<file path="src/rtl/shift_issue_stage.sv">
// shift_issue_stage
//   Registered issue stage feeding the combinational barrel shifter. Accepts
//   shift requests over valid/ready, decodes opcode and amount source into the
//   shifter's A/shamt/sel operands, and holds them in an output register (OR)
//   backed by a one-entry skid register (SR). in_ready depends only on the
//   registered SR valid flag, so out_ready never reaches in_ready
//   combinationally.
//
//   Optional feature macro: SHIFT_ISSUE_SAT_EN
//     When defined, register-sourced amounts >= 32 saturate: SLL/SRL produce 0
//     (sel 5, shamt 0), SRA produces sign fill (shamt 31), ROL/ROR wrap mod 32.
//
// Ports
//   clk, rst_n            clock (rising edge), synchronous active-low reset
//   in_valid / in_ready   upstream handshake
//   in_op[2:0]            0 SLL, 1 SRL, 2 SRA, 3 ROL, 4 ROR, 5-7 illegal
//   in_a[31:0]            value to shift
//   in_b[31:0]            register-sourced shift amount
//   in_imm[4:0]           immediate shift amount
//   in_use_imm            1 selects in_imm, 0 selects in_b
//   in_tag[TAG_W-1:0]     opaque request tag
//   out_valid / out_ready downstream handshake
//   out_a, out_shamt, out_sel, out_tag, out_err  decoded operands to shifter

module shift_issue_stage #(
  parameter int unsigned TAG_W = 4
) (
  input  logic             clk,
  input  logic             rst_n,
  input  logic             in_valid,
  output logic             in_ready,
  input  logic [2:0]       in_op,
  input  logic [31:0]      in_a,
  input  logic [31:0]      in_b,
  input  logic [4:0]       in_imm,
  input  logic             in_use_imm,
  input  logic [TAG_W-1:0] in_tag,
  output logic             out_valid,
  input  logic             out_ready,
  output logic [31:0]      out_a,
  output logic [4:0]       out_shamt,
  output logic [2:0]       out_sel,
  output logic [TAG_W-1:0] out_tag,
  output logic             out_err
);

  typedef struct packed {
    logic [31:0]      a;
    logic [4:0]       shamt;
    logic [2:0]       sel;
    logic [TAG_W-1:0] tag;
    logic             err;
  } entry_t;

  entry_t or_q, or_d;
  entry_t sr_q, sr_d;
  logic   or_valid_q, or_valid_d;
  logic   sr_valid_q, sr_valid_d;

  entry_t dec;
  logic   in_fire;
  logic   out_fire;

  // Decode happens before storage, so OR/SR always hold shifter-ready fields.
  always_comb begin
    dec.a     = in_a;
    dec.tag   = in_tag;
    dec.sel   = in_op;
    dec.err   = 1'b0;
    dec.shamt = in_use_imm ? in_imm : in_b[4:0];
    if (in_op > 3'd4) begin
      dec.sel   = 3'd5;
      dec.shamt = '0;
      dec.err   = 1'b1;
    end
`ifdef SHIFT_ISSUE_SAT_EN
    else if (!in_use_imm && (|in_b[31:5])) begin
      case (in_op)
        3'd0, 3'd1: begin
          dec.sel   = 3'd5;
          dec.shamt = '0;
        end
        3'd2:    dec.shamt = 5'd31;
        default: ;
      endcase
    end
`endif
  end

`ifndef SHIFT_ISSUE_SAT_EN
  // Upper amount bits only matter for saturation; tie them off here.
  logic unused_b_hi;
  always_comb unused_b_hi = |in_b[31:5];
`endif

  assign in_ready = !sr_valid_q;
  assign in_fire  = in_valid && in_ready;
  assign out_fire = or_valid_q && out_ready;

  // SR full implies in_ready low, so an OR drain never coincides with both an
  // SR move and a new input.
  always_comb begin
    or_d       = or_q;
    sr_d       = sr_q;
    or_valid_d = or_valid_q;
    sr_valid_d = sr_valid_q;
    if (out_fire) begin
      if (sr_valid_q) begin
        or_d       = sr_q;
        sr_valid_d = 1'b0;
      end else if (in_fire) begin
        or_d = dec;
      end else begin
        or_valid_d = 1'b0;
      end
    end else if (in_fire) begin
      if (!or_valid_q) begin
        or_d       = dec;
        or_valid_d = 1'b1;
      end else begin
        sr_d       = dec;
        sr_valid_d = 1'b1;
      end
    end
  end

  always_ff @(posedge clk) begin
    if (!rst_n) begin
      or_q       <= '0;
      sr_q       <= '0;
      or_valid_q <= 1'b0;
      sr_valid_q <= 1'b0;
    end else begin
      or_q       <= or_d;
      sr_q       <= sr_d;
      or_valid_q <= or_valid_d;
      sr_valid_q <= sr_valid_d;
    end
  end

  assign out_valid = or_valid_q;
  assign out_a     = or_q.a;
  assign out_shamt = or_q.shamt;
  assign out_sel   = or_q.sel;
  assign out_tag   = or_q.tag;
  assign out_err   = or_q.err;

endmodule
</file>
<file path="config.mk">
export PLATFORM = sky130hd
export DESIGN_NAME = shift_issue_stage
export DESIGN_NICKNAME = d
export VERILOG_FILES = /design/src/rtl/shift_issue_stage.sv
export SDC_FILE = /design/constraint.sdc
export NUM_CORES = 1
export LEC_CHECK = 0
export CORE_MARGIN = 2
export CORE_UTILIZATION = 49
export DETAILED_ROUTE_END_ITERATION = 12
export MAX_ROUTING_LAYER = met4
export PLACE_DENSITY = 0.86
export SYNTH_ARGS = -nofsm -noshare
export SYNTH_HDL_FRONTEND = slang
export SYNTH_SLANG_ARGS = --single-unit
</file>
<file path="constraint.sdc">
create_clock -name clk -period 2.3 [get_ports clk]
set_input_delay 0.23 -clock clk [delete_from_list [all_inputs] [get_ports clk]]
set_output_delay 0.23 -clock clk [all_outputs]
set_load 0.02 [all_outputs]
</file>
# Yosys cells after proc, flatten, opt, wreduce, memory -nomap -nowiden
# Index checks and enable logic that the tools add are counted.
[op_classes] magnitude_cmp=1 n_eq_ne=3 n_mux=12 n_bitwise=2 n_reduce_logical=10
[op_table] cell="$mux W45" n=5
[op_table] cell="$reduce_and A3 Y1" n=3
[op_table] cell="$mux W8" n=1
[op_table] cell="$mux W1" n=5
[op_table] cell="$mux W5" n=1
[op_table] cell="$ne A2 B2 Y1 const B" n=2
[op_table] cell="$reduce_bool A2 Y1" n=2
[op_table] cell="$gt A3 B3 Y1 const B" n=1
[op_table] cell="$logic_and A1 B1 Y1" n=2
[op_table] cell="$ne A2 B1 Y1 const B" n=1
[op_table] cell="$not A1 Y1" n=2
[op_table] cell="$reduce_and A2 Y1" n=1
[op_table] cell="$reduce_or A2 Y1" n=1
[op_table] cell="$logic_not A1 Y1" n=1
[totals] regBits=92 in_bits=81 out_inout_bits=47 wordCells=40

# Logic depth before layout (Yosys ltp)
[logic_depth] ltp_word=5 depth_mapped=7 depth_no_buf=4

# Worst setup path before layout
# Ideal clock, no wire load.
[synth_path] path_type="register to register" from="register or_valid_q, in the netlist out_valid" to="register or_q (netlist bit out_shamt[0])" setup_time_ns=0.121 t_arrival_ns=1.293 required_ns=2.179 slack_ns=0.886 path_stages_with_launch=7 n_path_buf=2 path_cell_list="dfxtp_1 and3_1 clkbuf_1 buf_2 nor3_1 a21oi_1 a21oi_1"
[synth_between] elab_chain_cells=3 elab_cells_between_ends=5 cone_classes="1 x eq/ne; 1 x mux; 3 x reduce/logical"
[synth_rtl] item="from (decl)" line="57" text="logic or_valid_q, or_valid_d;"
[synth_rtl] item="from (signal assigned)" line="136" text="or_valid_q <= or_valid_d;"
[synth_rtl] item="$logic_and A1 B1 Y1" line="98" text="assign out_fire = or_valid_q && out_ready;"
[synth_rtl] item="$ne A2 B1 Y1 (no source line) / $reduce_bool A2 Y1 (equally long branches)"
[synth_rtl] item="$reduce_and A3 Y1 (no source line)"
[synth_rtl] item="to (signal assigned)" line="134" text="or_q <= or_d;"
[synth_rtl] item="to (decl)" line="55" text="entry_t or_q, or_d;"
# Parallel ways exist; a longest one is shown, timed or not.
# A chain may end at the register's enable or synchronous reset.

# Worst setup path in the final report
[layout_path] from="register or_valid_q, in the netlist out_valid" to="output out_valid"
[layout_lines] item="to (decl)" line="38" text="output logic out_valid,"
# No word-level cell between the ends.

==> impl_metrics.yaml <==
sta:
  rsz0062_at_grt: "no"
  post-route-min-period_ns: 1.76
  setup_viol: 0
  fin_crit_sh_pct: 76.7
  final_max_slew_viol_count: 0
  worst_pin_slew_ns: 0.527
  setup_tns_ns: 0
  fmax_ghz: 0.567
  final-hold-violation-count: 0
  max_slew_margin_pct: 64.9
  fin_skew_ns: 0.0110
  fin_ws_ns: 0.536
die:
  dieArea_um2: 8350
  die_w_um: 91.4
  num_rows: 31
  ios: 128
  core_um2: 7330
  dieHeight_um: 91.4
  start_util_pct: 51.1
cts:
  path_clk_slew_ns: 0.09
  clock-root-buffer: "clkbuf_8"
  cts_setup_buffers: 0
  clkLatencyLatePin_ns: 0.35
  cts_htree_levels: 3
  cts_hold_buf: 0
  clock-sinks: 92
  numCtsBuffers: 9
  cts_tree: "done"
  clockBufferDepth: 2
  cts_resized: 0
route:
  dr.pass1.iters: 4
  via_count: 3493
  vias_per_cell: 5.32
  wl_um: 9250
  drc_errors: 0
  routedWlPerCell_um: 14.1
  drtIter0Drc: 176
  antenna_left: 0
yosys:
  ys_seq_elements: 92
  yosys.area.top_type: "dfxtp_1"
  syn_nets: 550
  postSynthCellCount: 469
  synth_area_leaders: "dfxtp_1, nand2_1, a21boi_1"
  syn_avg_cell_area_um2: 7.98
  netlist.area_leader.share_pct: 49.2
  ys_types: 27
  synth-seq-area-share_pct: 49.2
  ys_warn_count: 0
  netlist_area_um2: 3740
power_and_ir_drop:
  ir_drop_v: 0.000544
  p_leak_nw: 1.87
  p_seq_share_pct: 48.1
  power.density_nw_per_um2: 721
  clkPwrFrac_pct: 33.1
  p_sw_mw: 0.995
  p_int_mw: 2.66
  design_power_total_mw: 3.65
  p_comb_share_pct: 18.8
  switching_share_pct: 27.3
place:
  place_hpwl_um: 6120
  gp_congestion: 0.754
  port_buffers: 100
  post-place-ws_ns: 0.256
cells_and_area:
  nets: 633
  final_common_cell: "nand2_1"
  post-route-util_pct: 69.1
  drive_above_1_share_pct: 6.46
  n_antenna_cell: 0
  layout_common_cells: "nand2_1, clkdlybuf4s50_1, dfxtp_1"
  area_growth_pct: 35.3
global_route:
  grtUsageTotal_pct: 23.2
  gr-total-overflow: 0
  grt_pass1_vias: 3458
  grt_max_degree: 94
  antenna_found_initial: 0
  grt_pass1_wl_um: 15500
critical_path:
  critPathRequiredTime_ns: 2.07
  worstSetupStartpointType: "flip-flop"
  path_cells: "clkdlybuf4s50_1"
  r2r.worst_path.cells: 5
  critPathArrivalTime_ns: 1.53
  cp_num_buf_inv: 1
  critPathCaptureType: "output pin"
  critPathTopFamily: "buffers and inverters"
  crit_cells: 1
  critPathMaxStageDelay_ns: 0.69
  slowest_stage: "clkdlybuf4s50_1"
  path_class: "flip-flop to output pin"
  crit_fanout: 9
run:
  cap_violations: 0
hold_path:
  hold_class: "primary input to flip-flop"
  worstHoldPathCells: 4
status:
  status: "completed"
[routing by layer]
layer | vias up | GRT usage (%) | routed length [µm]
li1 | 1761 | - | -
met2 | 88 | 38.8 | 4490
met1 | 1636 | 28.5 | 4250
met3 | 8 | 3.82 | 422
met5 | - | - | 0
met4 | 0 | 7.95 | 84
[area by class of cell]
cell class	instances	area [µm²]
flip-flops and latches	92	1840
multi-input cells	333	1710
well taps	99	124
inverters	2	7.51
repair buffers	114	1160
clock inverters	7	97.6
clock buffers	9	124
fillers	562	2260
[cell families after synthesis]
family          Yosys count  synth area share (%)
mux                       5                  1.34
simple gates            181                  20.0
flops                    92                  49.2
compound gates          147                  23.9
buf+inv                  44                  5.55
[through the flow]
stage | area, µm² | hold WS [ns] | instances
floorplan | 3740 | 0.365 | 469
global placement | 4840 | 0.440 | 640
detailed placement | 4840 | 0.445 | 640
CTS | 5070 | 0.384 | 656
global route | 5070 | 0.400 | 656
finish | 5070 | 0.381 | 656
[worst register-to-register path, delay by kind of cell, from the launching register on]
kind	cells	cell delay, ns
DFF	1	0.50
AOI/OAI and AO/OA	3	0.67
buffers and inverters	1	0.24
and+or+nand+nor	1	0.20
[power groups by stage]
| stage | Clock (mW) | Sequential, mW | Combinational (mW) |
|---|---|---|---|
| 2_1_floorplan | 0 | 1.89 | 0.251 |
| 3_3_place_gp | 0 | 1.79 | 0.671 |
| 3_5_place_dp | 0 | 1.79 | 0.685 |
| 4_1_cts | 1.22 | 1.76 | 0.689 |
| 5_1_grt | 1.29 | 1.77 | 0.736 |
| 6_report | 1.21 | 1.76 | 0.685 |
[sequential cells by signal (all words and copies together), names as in the netlist]
signal	count
sr_q	45
out_a	32
out_shamt	5
out_tag	4
out_sel	3
out_err	1
out_valid	1
sr_valid_q	1
[cells in the mapped netlist, drive strengths merged]
| master | number |
|---|---|
| nor3b | 4 |
| nor2b | 6 |
| o22a | 1 |
| nand2 | 155 |
| nor2 | 1 |
| o2111ai | 1 |
| nor3 | 10 |
| a21boi | 39 |
| nand2b | 1 |
| o21ai | 46 |
| nand3 | 1 |
| o21a | 1 |
| buf | 24 |
| nand4bb | 1 |
| dfxtp | 92 |
| and3 | 1 |
| a21oi | 20 |
| and2 | 1 |
| inv | 2 |
| mux2i | 5 |
| a31oi | 38 |
| o211a | 1 |
| clkbuf | 18 |
[worst paths after layout]
path | to | slack [ns] | from
hold reg to reg | sr_q[37] | 0.46 | sr_q[37]
setup reg to reg | out_tag[2] | 0.62 | out_valid
hold / removal | out_a[3] | 0.38 | rst_n
setup / recovery | out_valid | 0.54 | out_valid
Note: power is estimated with default switching activity, not from simulation.
